==> src/rtl/bank_group_sched.sv <==
// bank_group_sched: per-bank-group command sequencer with open-row tracking, tRP/tRCD waits and BL-beat bursts.
// Define BG_CLOSE_PAGE_EN to precharge after every burst (close-page policy); open-page otherwise.
module bank_group_sched #(
   parameter int BAWIDTH      = 2,
   parameter int ADDRWIDTH    = 17,
   parameter int COLWIDTH     = 10,
   parameter int DEVICE_WIDTH = 4,
   parameter int BL           = 8,
   parameter int TRCD         = 4,
   parameter int TRP          = 4,
   parameter int RDLAT        = 1,
   localparam int BANKSPERGROUP = 2**BAWIDTH
) (
   input  logic                                          clk,
   input  logic                                          rst_n,
   input  logic                                          req_valid,
   output logic                                          req_ready,
   input  logic                                          req_wr,
   input  logic [BAWIDTH-1:0]                            req_bank,
   input  logic [ADDRWIDTH-1:0]                          req_row,
   input  logic [COLWIDTH-1:0]                           req_col,
   output logic                                          wdata_req,
   input  logic [DEVICE_WIDTH-1:0]                       wdata,
   output logic                                          rdata_valid,
   output logic [DEVICE_WIDTH-1:0]                       rdata,
   output logic                                          busy,
   output logic [BANKSPERGROUP-1:0][0:0]                 bg_rd_o_wr,
   output logic [BANKSPERGROUP-1:0][ADDRWIDTH-1:0]       bg_row,
   output logic [BANKSPERGROUP-1:0][COLWIDTH-1:0]        bg_column,
   output logic [BANKSPERGROUP-1:0][DEVICE_WIDTH-1:0]    bg_dqin,
   input  logic [BANKSPERGROUP-1:0][DEVICE_WIDTH-1:0]    bg_dqout
);
   localparam int BW = $clog2(BL);
   localparam int CW = $clog2((TRCD > TRP ? TRCD : TRP) + 1);
   localparam logic [COLWIDTH-1:0] MASK = COLWIDTH'(BL - 1);
   localparam logic [1:0] IDLE = 2'd0, PRE = 2'd1, ACT = 2'd2, BURST = 2'd3;

   logic [1:0]                                    state;
   logic [CW-1:0]                                 cnt;
   logic [BW-1:0]                                 beat;
   logic                                          wr;
   logic [BAWIDTH-1:0]                            bank;
   logic [ADDRWIDTH-1:0]                          row;
   logic [COLWIDTH-1:0]                           col;
   logic [BANKSPERGROUP-1:0]                      open_v;
   logic [BANKSPERGROUP-1:0][ADDRWIDTH-1:0]       open_row;
   logic [BANKSPERGROUP-1:0][COLWIDTH-1:0]        col_q;
   logic [BANKSPERGROUP-1:0][DEVICE_WIDTH-1:0]    dqin_q;
   logic [RDLAT-1:0]                              pipe_v;
   logic [RDLAT-1:0][BAWIDTH-1:0]                 pipe_bank;
   logic                                          accept;
   logic                                          last_beat;
   logic [COLWIDTH-1:0]                           cur_col;

   assign req_ready   = rst_n && state == IDLE;
   assign accept      = req_valid && req_ready;
   assign last_beat   = beat == BW'(BL - 1);
   // column wraps inside the BL-aligned block
   assign cur_col     = (col & ~MASK) | ((col + COLWIDTH'(beat)) & MASK);
   assign wdata_req   = state == BURST && wr;
   assign rdata_valid = pipe_v[RDLAT-1];
   assign rdata       = rdata_valid ? bg_dqout[pipe_bank[RDLAT-1]] : '0;
   assign busy        = state != IDLE || |pipe_v;
   assign bg_row      = open_row;

   always_comb begin
      for (int b = 0; b < BANKSPERGROUP; b++) begin
         bg_rd_o_wr[b] = state == BURST && bank == BAWIDTH'(b) && wr;
         bg_column[b]  = state == BURST && bank == BAWIDTH'(b) ? cur_col : col_q[b];
         bg_dqin[b]    = state == BURST && bank == BAWIDTH'(b) && wr ? wdata : dqin_q[b];
      end
   end

   always_ff @(posedge clk or negedge rst_n) begin
      if (!rst_n) begin
         state     <= IDLE;
         cnt       <= '0;
         beat      <= '0;
         wr        <= 1'b0;
         bank      <= '0;
         row       <= '0;
         col       <= '0;
         open_v    <= '0;
         open_row  <= '0;
         col_q     <= '0;
         dqin_q    <= '0;
         pipe_v    <= '0;
         pipe_bank <= '0;
      end else begin
         // read capture follows the bank that issued the beat, not the current request
         pipe_v[0]    <= state == BURST && !wr;
         pipe_bank[0] <= bank;
         for (int i = 1; i < RDLAT; i++) begin
            pipe_v[i]    <= pipe_v[i-1];
            pipe_bank[i] <= pipe_bank[i-1];
         end
         case (state)
            IDLE: if (accept) begin
               wr   <= req_wr;
               bank <= req_bank;
               row  <= req_row;
               col  <= req_col;
               beat <= '0;
               if (open_v[req_bank] && open_row[req_bank] == req_row) state <= BURST;
               else if (open_v[req_bank]) begin
                  state            <= PRE;
                  cnt              <= CW'(TRP - 1);
                  open_v[req_bank] <= 1'b0;
               end else begin
                  state              <= ACT;
                  cnt                <= CW'(TRCD - 1);
                  open_v[req_bank]   <= 1'b1;
                  open_row[req_bank] <= req_row;
               end
            end
            PRE: if (cnt == '0) begin
`ifdef BG_CLOSE_PAGE_EN
               state <= IDLE;
`else
               state          <= ACT;
               cnt            <= CW'(TRCD - 1);
               open_v[bank]   <= 1'b1;
               open_row[bank] <= row;
`endif
            end else cnt <= cnt - CW'(1);
            ACT: if (cnt == '0) state <= BURST;
               else cnt <= cnt - CW'(1);
            BURST: begin
               col_q[bank] <= cur_col;
               if (wr) dqin_q[bank] <= wdata;
               beat <= beat + BW'(1);
               if (last_beat) begin
`ifdef BG_CLOSE_PAGE_EN
                  state        <= PRE;
                  cnt          <= CW'(TRP - 1);
                  open_v[bank] <= 1'b0;
`else
                  state <= IDLE;
`endif
               end
            end
         endcase
      end
   end
endmodule
==> config.mk <==
export PLATFORM = sky130hd
export DESIGN_NAME = bank_group_sched
export DESIGN_NICKNAME = d
export VERILOG_FILES = /design/src/rtl/bank_group_sched.sv
export SDC_FILE = /design/constraint.sdc
export NUM_CORES = 1
export LEC_CHECK = 0
export CAP_MARGIN = 30
export CELL_PAD_IN_SITES_DETAIL_PLACEMENT = 1
export CELL_PAD_IN_SITES_GLOBAL_PLACEMENT = 1
export CORE_ASPECT_RATIO = 0.9
export CORE_MARGIN = 2
export CORE_UTILIZATION = 36
export CTS_CLUSTER_SIZE = 20
export DETAILED_ROUTE_END_ITERATION = 6
export PLACE_DENSITY_LB_ADDON = 0.2
export SLEW_MARGIN = 30
export SYNTH_ARGS = -nofsm -noshare
export SYNTH_HDL_FRONTEND = slang
export SYNTH_SLANG_ARGS = --single-unit
==> constraint.sdc <==
create_clock -name clk -period 2.1 [get_ports clk]
set_input_delay 0.21 -clock clk [delete_from_list [all_inputs] [get_ports clk]]
set_output_delay 0.21 -clock clk [all_outputs]
set_load 0.02 [all_outputs]
; Yosys cells after proc, flatten, opt, wreduce, memory -nomap -nowiden
; Index checks and enable logic that the tools add are counted.
[word_totals]
regBits = 169
in_bits = 53
out_inout_bits = 136
wordCells = 136
[op_classes]
n_addsub = 3
magnitude_cmp = 5
n_eq_ne = 15
n_mux = 55
bitwise = 5
n_reduce_logical = 31
[ops]
columns = op, count
row1 = $mux W68, 4
row2 = $bwmux W68, 2
row3 = $pmux W68 S2, 1
row4 = $demux W17 S2, 2
row5 = $mux W17, 3
row6 = $mux W10, 5
row7 = $mux W4, 11
row8 = $bwmux W40, 1
row9 = $bmux W17 S2, 1
row10 = $demux W10 S2, 1
row11 = $eq A17 B17 Y1, 1
row12 = $bwmux W16, 1
row13 = $logic_and A1 B1 Y1, 15
row14 = $mux W3, 5
row15 = $ne A2 B2 Y1 const B, 7
row16 = $mux W2, 6
row17 = $reduce_and A4 Y1, 3
row18 = $or A10 B3 Y10, 1
row19 = $lt A2 B3 Y1 const B, 3
row20 = $pmux W3 S3, 1
row21 = $bmux W4 S2, 1
row22 = $demux W4 S2, 1
row23 = $eq A2 B2 Y1 const B, 4
row24 = $or A4 B4 Y4, 2
row25 = other kinds (22), 32

; Logic depth before layout (Yosys ltp)
; Gate-level depths: netlist (run 1).
[depth]
ltp_word = 10
depth_mapped = 10

; Worst setup path before layout (run 1)
; Ideal clock, no wire load.
[synth_timing]
kind = register to register
start = register open_row, in the netlist bg_row[31]
end = register with a tool-made name
arrival_time_ns = 2.003
t_required_ns = 2.020
slack_ns = 0.017
stages_incl_launch_ff = 8
n_path_buf = 0
path_cell_list = dfrtp_1 > mux4_1 > xnor2_1 > nand4_2 > nor3_4 > a41oi_4 > and4b_1 > nor3_2
[synth_rtl]
columns = element, line
row1 = "start, declared", 46  ; logic [BANKSPERGROUP-1:0][ADDRWIDTH-1:0] open_row;
row2 = "start signal, assigned by index", 113  ; open_row[req_bank] <= req_row;
row3 = "start signal, assigned by index", 123  ; open_row[bank] <= row;

==> impl_metrics.toml, run 1 <==
[worst_setup_path]
crit_type = "reg2out"
cp.required_ps = 1890
crit_path_max_fanout = 4
worstSetupEndpointType = "primary output"
cp.arrival_ps = 2110
r2r_setup_slack_ps = -180
start_kind = "flip-flop"

[clock_network]
cts_tree = "built"
clock_sinks = 169
clk_pin_slew_ps = 80
htree_num_levels = 4
cts-root-buf = "clkbuf_16"
clk_path_buf_depth = 2
cts_made_buffers = 17
clkLatencyLatePin_ps = 440

[logic_synthesis]
synth_xor_area_share_pct = 1.97
yosysUniqueCellTypes = 45
synth_seq_cells = 169
synth_area_um2 = 8460
synth_top_family_by_area = "multiplexers"
synth_edf_count = 0
synth.net_count = 805
synth-compound-area-share_pct = 13.5
synth-async-reset-ratio_pct = 100
syn_inst = 741
avgSynthCellArea_um2 = 11.4
yosysWarnings = 0
synth_fa_ha_area_share_pct = 1.72
yosysSeqAreaShare_pct = 50.0
ys.flop_type = "dfrtp_1"
synthSimpleGateAreaFrac_pct = 10.9
muxShareOfSynthArea_pct = 18.1

[power]
power.leakage_uw = 0.00589
vdd.ir_drop.worst_mv = 0.778
power_density_nw_per_um2 = 1500

[timing]
worstMarginPinSlew_ps = 573
whs_ps = 341
clock_skew_ps = 13.3
setup_slack_ps = -220
fin_crit_sh_pct = 110
finalHoldViolCount = 0
min_period_ps = 2320
slew_headroom_pct = 61.8
setup_violations = 42
slew_viol_final = 0
max_freq_mhz = 431
rsz0062_at_grt = "true"

[die]
die_area_um2 = 24700
die_h_um = 149
initial_core_util_pct = 36.5
dieWidth_um = 166
ios = 189
fp-row-count = 53
placeableCoreArea_um2 = 23200

[global_routing]
grt_max_degree = 170
track_usage_pct = 24.2
grt_overflow = 0
antenna_found_initial = 1
grt_pass1_wl_um = 45000
grt_pass1_vias = 7797

[final_layout]
final_common_cell = "dfrtp_1"
syn2layout_area_growth_pct = 54.9
num-fill-cells = 2465
drive_above_1_share_pct = 40.7
n_antenna_cell = 0
layout.nets = 1126
final_cell_count_no_fill = 1377
final_cell_mix = "166 x dfrtp_1, 134 x buf_4, 119 x clkdlybuf4s50_1, 110 x nand2_1, 72 x buf_6"

[run]
cap_violations = 0

[drt]
vias = 7506
drtIter0Drc = 438
viasPerCell = 5.45
wirelength_um = 31200
drc_errors = 0
wire_per_inst_um = 22.7
first_pass_iters = 5
drtAntennaViolNets = 0

[place]
placed_cells = 1303
port_buffers = 188
hpwl_um = 19300
place.gp.congestion = 0.782

[run_status]
outcome = "complete, but fails checks"
violations = "negative setup slack"

[min_path]
hold_class = "in2async"
layout make-up:
type / count / area [um2] / area share, %
Clock inverter: 15 / 175 / 1.34
Sequential cell: 169 / 4230 / 32.3
Clock buffer: 17 / 425 / 3.25
Timing Repair Buffer: 357 / 3440 / 26.2
Tap cell: 302 / 378 / 2.88
Multi-Input combinational cell: 504 / 4400 / 33.6
Inverter: 13 / 51.3 / 0.392
power by group:
| group | switching [uW] | internal (uW) | leakage [uW] | total, uW |
|---|---|---|---|---|
| combinational | 5350 | 5330 | 0.00342 | 10700 |
| clock | 1590 | 1610 | 0.000290 | 3200 |
| sequential | 1130 | 4660 | 0.00217 | 5790 |
| total | 8080 | 11600 | 0.00589 | 19700 |
cell usage after synthesis, types with 2 or more instances:
library cell / instances / area, um2
dfrtp_1: 169 / 4230
nand2_1: 121 / 454
mux2_2: 89 / 1000
o21ai_0: 83 / 415
a32oi_1: 51 / 447
clkbuf_1: 36 / 135
nor2b_1: 23 / 144
xnor2_1: 19 / 166
a22oi_1: 18 / 135
mux4_2: 15 / 338
inv_1: 13 / 48.8
and2_1: 11 / 68.8
ha_1: 10 / 125
a21oi_1: 7 / 35.0
buf_4: 7 / 52.6
mux4_1: 7 / 184
nand2b_1: 6 / 37.5
nand3_1: 6 / 30.0
nor3_1: 6 / 30.0
nor2_1: 5 / 18.8
and4b_1: 4 / 40.0
buf_1: 4 / 15.0
nor3_2: 4 / 40.0
buf_2: 3 / 15.0
a32o_1: 2 / 20.0
buf_6: 2 / 22.5
nand4_1: 2 / 12.5
per-stage QoR:
step / setup TNS, ps / power [uW] / instance area [um2] / utilization, % / setup slack, ps
2_1_floorplan: 0 / 10100 / 8460 / - / 17.0
3_3_place_gp: -50050 / 14600 / 11500 / 49.7 / -710
3_5_place_dp: -51690 / 14900 / 11500 / 49.7 / -811
4_1_cts: -2820 / 18500 / 12400 / 53.6 / -204
5_1_grt: -8570 / 20700 / 13100 / 56.4 / -307
6_report: -3970 / 19700 / 13100 / 56.4 / -220
per-layer routing:
layer  track usage, %  vias up  share of wire [%]
li1                 -     3351                  -
met1             32.1     3899                 42
met2             40.5      214                 51
met3             4.66       40                5.4
met4             6.59        2                1.6
met5                0        -              0.042
state kept, by name, indices dropped and copies added, names as in the netlist, named ones only:
name	flops
bank	2
bg_row	68
col	10
col_q	40
cnt	3
row	17
dqin_q	16
wr	1
pipe_bank	2
beat	3
state	2
rdata_valid	1
repair_timing:
action,in CTS,in global routing
endpoints found under the hold margin,0,59
hold buffers,0,1
gates cloned,1,1
pin swaps,23,19
gates resized for setup,366,164
buffers inserted,24,18
endpoints found under the setup margin,143,133
kinds of logic (layout without fill, tap and decap cells):
group / count (synthesis) / in the layout
AND/OR/NAND/NOR: 192 / 192
AO/OA/AOI/OAI: 170 / 170
flip-flops: 169 / 169
multiplexers: 112 / 112
buffers and inverters: 68 / 402
XOR/XNOR: 19 / 19
adder cells (fa/ha/maj): 11 / 11
critical path: stages, from the launching register on:
cell and delay, ps:
dfrtp_1 360, ha_2 180, inv_2 40, fa_2 380, xnor2_4 170, xnor2_4 290
o21ai_2 120, buf_6 140
final timing paths:
kind / from / end / cells past startpoint
worst max register to register: bg_row[57] / flip-flop / 7
worst max-delay path: beat[0] / bg_column[22] / 7
worst min register to register: col_q[6] / col_q[6] / 2
min in group clk: req_col[5] / col[5] / 2
worst min-delay path: rst_n / col_q[12] / 3
max in group asynchronous: rst_n / bg_row[51] / 4
(Power assumes the default switching activity.)
==> run 2: changes to the inputs <==
--- a/config.mk
+++ b/config.mk
@@ -14,7 +14,7 @@
 export CTS_CLUSTER_SIZE = 20
 export DETAILED_ROUTE_END_ITERATION = 6
 export PLACE_DENSITY_LB_ADDON = 0.2
-export SLEW_MARGIN = 30
+export SLEW_MARGIN = 10
 export SYNTH_ARGS = -nofsm -noshare
 export SYNTH_HDL_FRONTEND = slang
 export SYNTH_SLANG_ARGS = --single-unit
==> constraint.sdc (replaced) <==
create_clock -name clk -period 2.1 [get_ports clk]
set_input_delay 0.21 -clock clk [delete_from_list [all_inputs] [get_ports clk]]
set_output_delay 0.21 -clock clk [all_outputs]
set_load 0.1 [all_outputs]
==> run 2 against run 1 <==
Effect of this change:
- the run ends with negative hold slack, negative setup slack left
- maximum frequency fell by 9.7%
- clock skew fell by 0.53 ps
- core utilization rose by 3.9 points
- final area rose by 6.9%
- critical path depth did not move
- wire length rose by 12%
- die area did not move
- worst setup slack got worse by 250 ps
- via count rose by 3.3%
- non-clock buffer count fell by 10
- first-iteration DRC count rose by 13%
- final cell count fell by 0.73%
==> impl_metrics.toml, run 2 (synthesis results as in run 1) <==
[clock_network]
clk_path_buf_depth = 2
cts_made_buffers = 17
cts-root-buf = "clkbuf_16"
cts_tree = "built"
clock_sinks = 169
clkLatencyLatePin_ps = 430
clk_pin_slew_ps = 70
htree_num_levels = 4
hold_buffers = 0

[worst_setup_path]
worstSetupEndpointType = "flip-flop"
worst_path_max_delay_cell = "dfrtp_4"
crit_type = "reg2reg"
worstPathCellList = "mux4_2 -> xnor2_2 -> nand3_1 -> nor3_4 -> a41oi_4 -> and4b_1 -> nor3_2"
cp.required_ps = 2430
slowest_delay_ps = 490
start_kind = "flip-flop"
cp.arrival_ps = 2900
crit_path_max_fanout = 8

[final_layout]
final_common_cell = "buf_4"
final_core_util_pct = 60.3
drive_above_1_share_pct = 55.7
syn2layout_area_growth_pct = 65.5
n_antenna_cell = 0
layout.nets = 1116
final_cell_mix = "185 x buf_4, 97 x dfrtp_1, 89 x nand2_1, 86 x buf_12"
largest_register_ffs = 68

[die]
ios = 189
initial_core_util_pct = 36.5
die_area_um2 = 24700
fp-row-count = 53
die_h_um = 149
dieWidth_um = 166
placeableCoreArea_um2 = 23200

[timing]
rsz0062_at_grt = "true"
slew_headroom_pct = 37.0
setup_slack_ps = -471
worstMarginPinSlew_ps = 945
fin_crit_sh_pct = 122
finalHoldViolCount = 74
whs_ps = -36.6
min_period_ps = 2570
max_freq_mhz = 389
clock_skew_ps = 12.8
slew_viol_final = 0
setup_violations = 56

[global_routing]
grt_max_degree = 170
grt_pass1_vias = 8092
grt_overflow = 0
grt_pass1_wl_um = 47600
track_usage_pct = 25.4
antenna_found_initial = 0

[drt]
drtIter0Drc = 497
first_pass_iters = 5
viasPerCell = 5.67
wire_per_inst_um = 25.6
drc_errors = 0
wirelength_um = 34900
drtAntennaViolNets = 0
vias = 7751

[place]
place.gp.congestion = 0.792
port_buffers = 188
hpwl_um = 19900

[min_path]
hold_class = "in2async"

[run_status]
violations = "negative hold slack, negative setup slack"
outcome = "complete, but fails checks"

[run]
cap_violations = 0
-- run 2: cell types whose count changed in the layout (fill, tap and decap cells not counted), sizes merged, moves of 3 or more --
cell           change
buf               +60
clkbuf             +8
clkdlybuf4s50     -70
clkinv             -3
clkinvlp           +3
dlygate4sd2        -5
-- run 2: cell type report --
| class | count | area, um2 |
|---|---|---|
| Fill cell | 2302 | 9210 |
| Multi-Input combinational cell | 504 | 4550 |
| Sequential cell | 169 | 4350 |
| Timing Repair Buffer | 347 | 4090 |
| Clock buffer | 18 | 439 |
| Tap cell | 302 | 378 |
| Clock inverter | 14 | 135 |
| Inverter | 13 | 56.3 |
-- run 2: path summary, 6_finish.rpt --
| path | startpoint | end | slack [ps] | depth (start not counted) |
|---|---|---|---|---|
| min | rst_n | state[0] | -40 | 2 |
| min in group clk | req_col[5] | col[5] | 400 | 2 |
| min reg2reg | dqin_q[8] | dqin_q[8] | 510 | 1 |
| max in group asynchronous | rst_n | bg_row[36] | 1340 | 2 |
| max | bg_row[18] | flip-flop | -470 | 7 |
| max reg2reg | bg_row[18] | flip-flop | -470 | 7 |
-- run 2: per-layer routing --
| layer | track usage, % | share of wire (%) |
|---|---|---|
| met1 | 33.7 | 40 |
| met5 | 0 | 0 |
| met2 | 43.4 | 51 |
| met3 | 4.60 | 5.9 |
| met4 | 5.47 | 2.9 |
-- run 2: through the flow --
step / TNS (ps) / instance area, um2 / cells / hold slack [ps] / setup slack [ps]
2_1_floorplan: -432 / 8770 / 741 / -85.6 / -103
3_3_place_gp: -27290 / 12200 / 1277 / 482 / -489
3_5_place_dp: -34870 / 12200 / 1277 / 483 / -606
4_1_cts: -4860 / 13400 / 1345 / 25.7 / -308
5_1_grt: -10430 / 14000 / 1367 / 35.2 / -468
6_report: -6930 / 14000 / 1367 / -36.6 / -471
-- run 2: repair_timing --
| item | 4_1_cts | 5_1_grt |
|---|---|---|
| gates cloned | 3 | 11 |
| buffers inserted | 35 | 12 |
| pin swaps | 10 | 5 |
| gates resized for setup | 82 | 71 |
| setup endpoints to repair | 99 | 136 |
-- run 2: critical path: cells and delay by family (launching register included) --
family	cells	cell delay, ps
simple gates	4	1020
flops	1	490
mux	1	490
compound gates	1	240
xor+xnor	1	230
Power of run 2 is not shown: default switching activity piles up to over one toggle a cycle in this logic, so the estimate is an artifact.
==> run 3: changes to the inputs <==
--- a/config.mk
+++ b/config.mk
@@ -13,7 +13,7 @@
 export CORE_UTILIZATION = 36
 export CTS_CLUSTER_SIZE = 20
 export DETAILED_ROUTE_END_ITERATION = 6
-export PLACE_DENSITY_LB_ADDON = 0.2
+export PLACE_DENSITY_LB_ADDON = 0.3
 export SLEW_MARGIN = 10
 export SYNTH_ARGS = -nofsm -noshare
 export SYNTH_HDL_FRONTEND = slang
==> constraint.sdc (replaced) <==
create_clock -name clk -period 2.1 [get_ports clk]
set_input_delay 0.315 -clock clk [delete_from_list [all_inputs] [get_ports clk]]
set_output_delay 0.315 -clock clk [all_outputs]
set_load 0.1 [all_outputs]
==> run 3 against run 2 <==
Effect of this change:
- the flow finishes with violations (negative setup slack)
- final area is 7.7% higher
- first-iteration DRC count is 57% higher
- clock skew is 1.3 ps higher
- via count is 13% higher
- worst setup slack worse by 84 ps
- largest cell class unchanged
- maximum frequency is 3.2% lower
- final cell count is 2.3% higher
==> impl_metrics.toml, run 3 (synthesis results as in run 1) <==
[final_layout]
final_core_util_pct = 65.0
layout.nets = 1144
final_common_cell = "buf_4"
drive_above_1_share_pct = 67.4
final_cell_mix = "192 x buf_4, 96 x dfrtp_1, 90 x buf_12, 60 x nand2_4, 60 x dfrtp_2"
largest_register_ffs = 68
syn2layout_area_growth_pct = 78.3

[die]
die_h_um = 149
die_area_um2 = 24700
fp-row-count = 53
initial_core_util_pct = 36.5
dieWidth_um = 166
ios = 189
placeableCoreArea_um2 = 23200

[place]
port_buffers = 188
place.gp.congestion = 0.790
hpwl_um = 20200

[global_routing]
grt_max_degree = 144
grt_pass1_wl_um = 53700
antenna_found_initial = 3
track_usage_pct = 29.6
grt_overflow = 0
grt_pass1_vias = 8700

[timing]
clock_skew_ps = 14.1
slew_headroom_pct = 43.0
slew_viol_final = 0
max_freq_mhz = 377
worstMarginPinSlew_ps = 856
setup_violations = 140
finalHoldViolCount = 0
min_period_ps = 2660
fin_crit_sh_pct = 126
setup_slack_ps = -555
rsz0062_at_grt = "true"

[worst_setup_path]
worstSetupEndpointType = "primary output"
start_kind = "flip-flop"
crit_path_max_fanout = 4
reg2reg_from = "bg_row[58]"
cp.arrival_ps = 2340
cp.required_ps = 1780
crit_type = "reg2out"
critPathLaunch = "beat[1]"
ff2ff_path_depth = 7

[clock_network]
htree_num_levels = 4
clk_pin_slew_ps = 80
cts_made_buffers = 17
clock_sinks = 169
cts-root-buf = "clkbuf_16"
clkLatencyLatePin_ps = 460
clk_path_buf_depth = 2
cts_tree = "built"

[drt]
drtIter0Drc = 780
first_pass_iters = 5
wire_per_inst_um = 32.5
vias = 8737
drc_errors = 0
drtAntennaViolNets = 0
viasPerCell = 6.25
wirelength_um = 45400

[min_path]
min_from = "req_col[9]"
hold_depth = 2
hold_class = "in2reg"

[run_status]
outcome = "complete, but fails checks"
violations = "negative setup slack"

[run]
cap_violations = 0
run 3: changes by cell type in the layout (fill, tap and decap cells not counted), sizes merged, moves of 2 or more:
cell,change
diode,+3
buf,+25
bufbuf,+2
clkinv,+2
run 3: per-stage QoR:
stage,worst slack (ps),TNS [ps],hold WS (ps),cells,cell area [um2]
2_1_floorplan,-116,-2240,19.4,741,8800
3_3_place_gp,-517,-27710,416,1276,12200
3_5_place_dp,-650,-32670,420,1276,12200
6_report,-555,-28860,474,1398,15100
5_1_grt,-597,-32450,484,1398,15100
4_1_cts,-442,-12790,479,1359,13800
run 3: what timing repair did:
item	CTS	global route
cloned	7	12
endpoints found under the setup margin	141	139
pin swaps	37	105
endpoints found under the hold margin	26	0
resized for setup	135	273
setup buffers	45	32
hold buffers	1	0
run 3: layer usage:
layer / track usage (%) / up-vias / share of wire, %
met5: 0 / - / 0
met4: 14.6 / 0 / 6.3
met3: 5.35 / 212 / 8.3
met2: 51.2 / 651 / 50
met1: 35.5 / 4477 / 35
li1: - / 3397 / -
run 3: cell type report:
class / instances / area, um2
fillers: 2198 / 8130
multi-input cells: 504 / 5210
repair buffers: 375 / 4490
flip-flops and latches: 169 / 4350
clock buffers: 18 / 429
well taps: 302 / 378
clock inverters: 14 / 151
inverters: 13 / 66.3
diodes: 3 / 7.51
run 3: worst max-delay path, stage by stage, from the launching register on:
cell and delay, ps:
dfrtp_1 490, inv_1 120, fa_2 450, xnor2_4 240
xnor2_4 160, o21ai_4 220, buf_12 200
run 3: final timing paths:
kind                                      to  slack [ps]
worst max-delay path            bg_column[2]        -560
worst min-delay path                  col[9]         470
worst max register to register     flip-flop        -400
worst min register to register    dqin_q[13]         520
max in group asynchronous         bg_row[19]         740
min in group asynchronous         bg_row[53]         520
Power of run 3 is left out for the same reason.
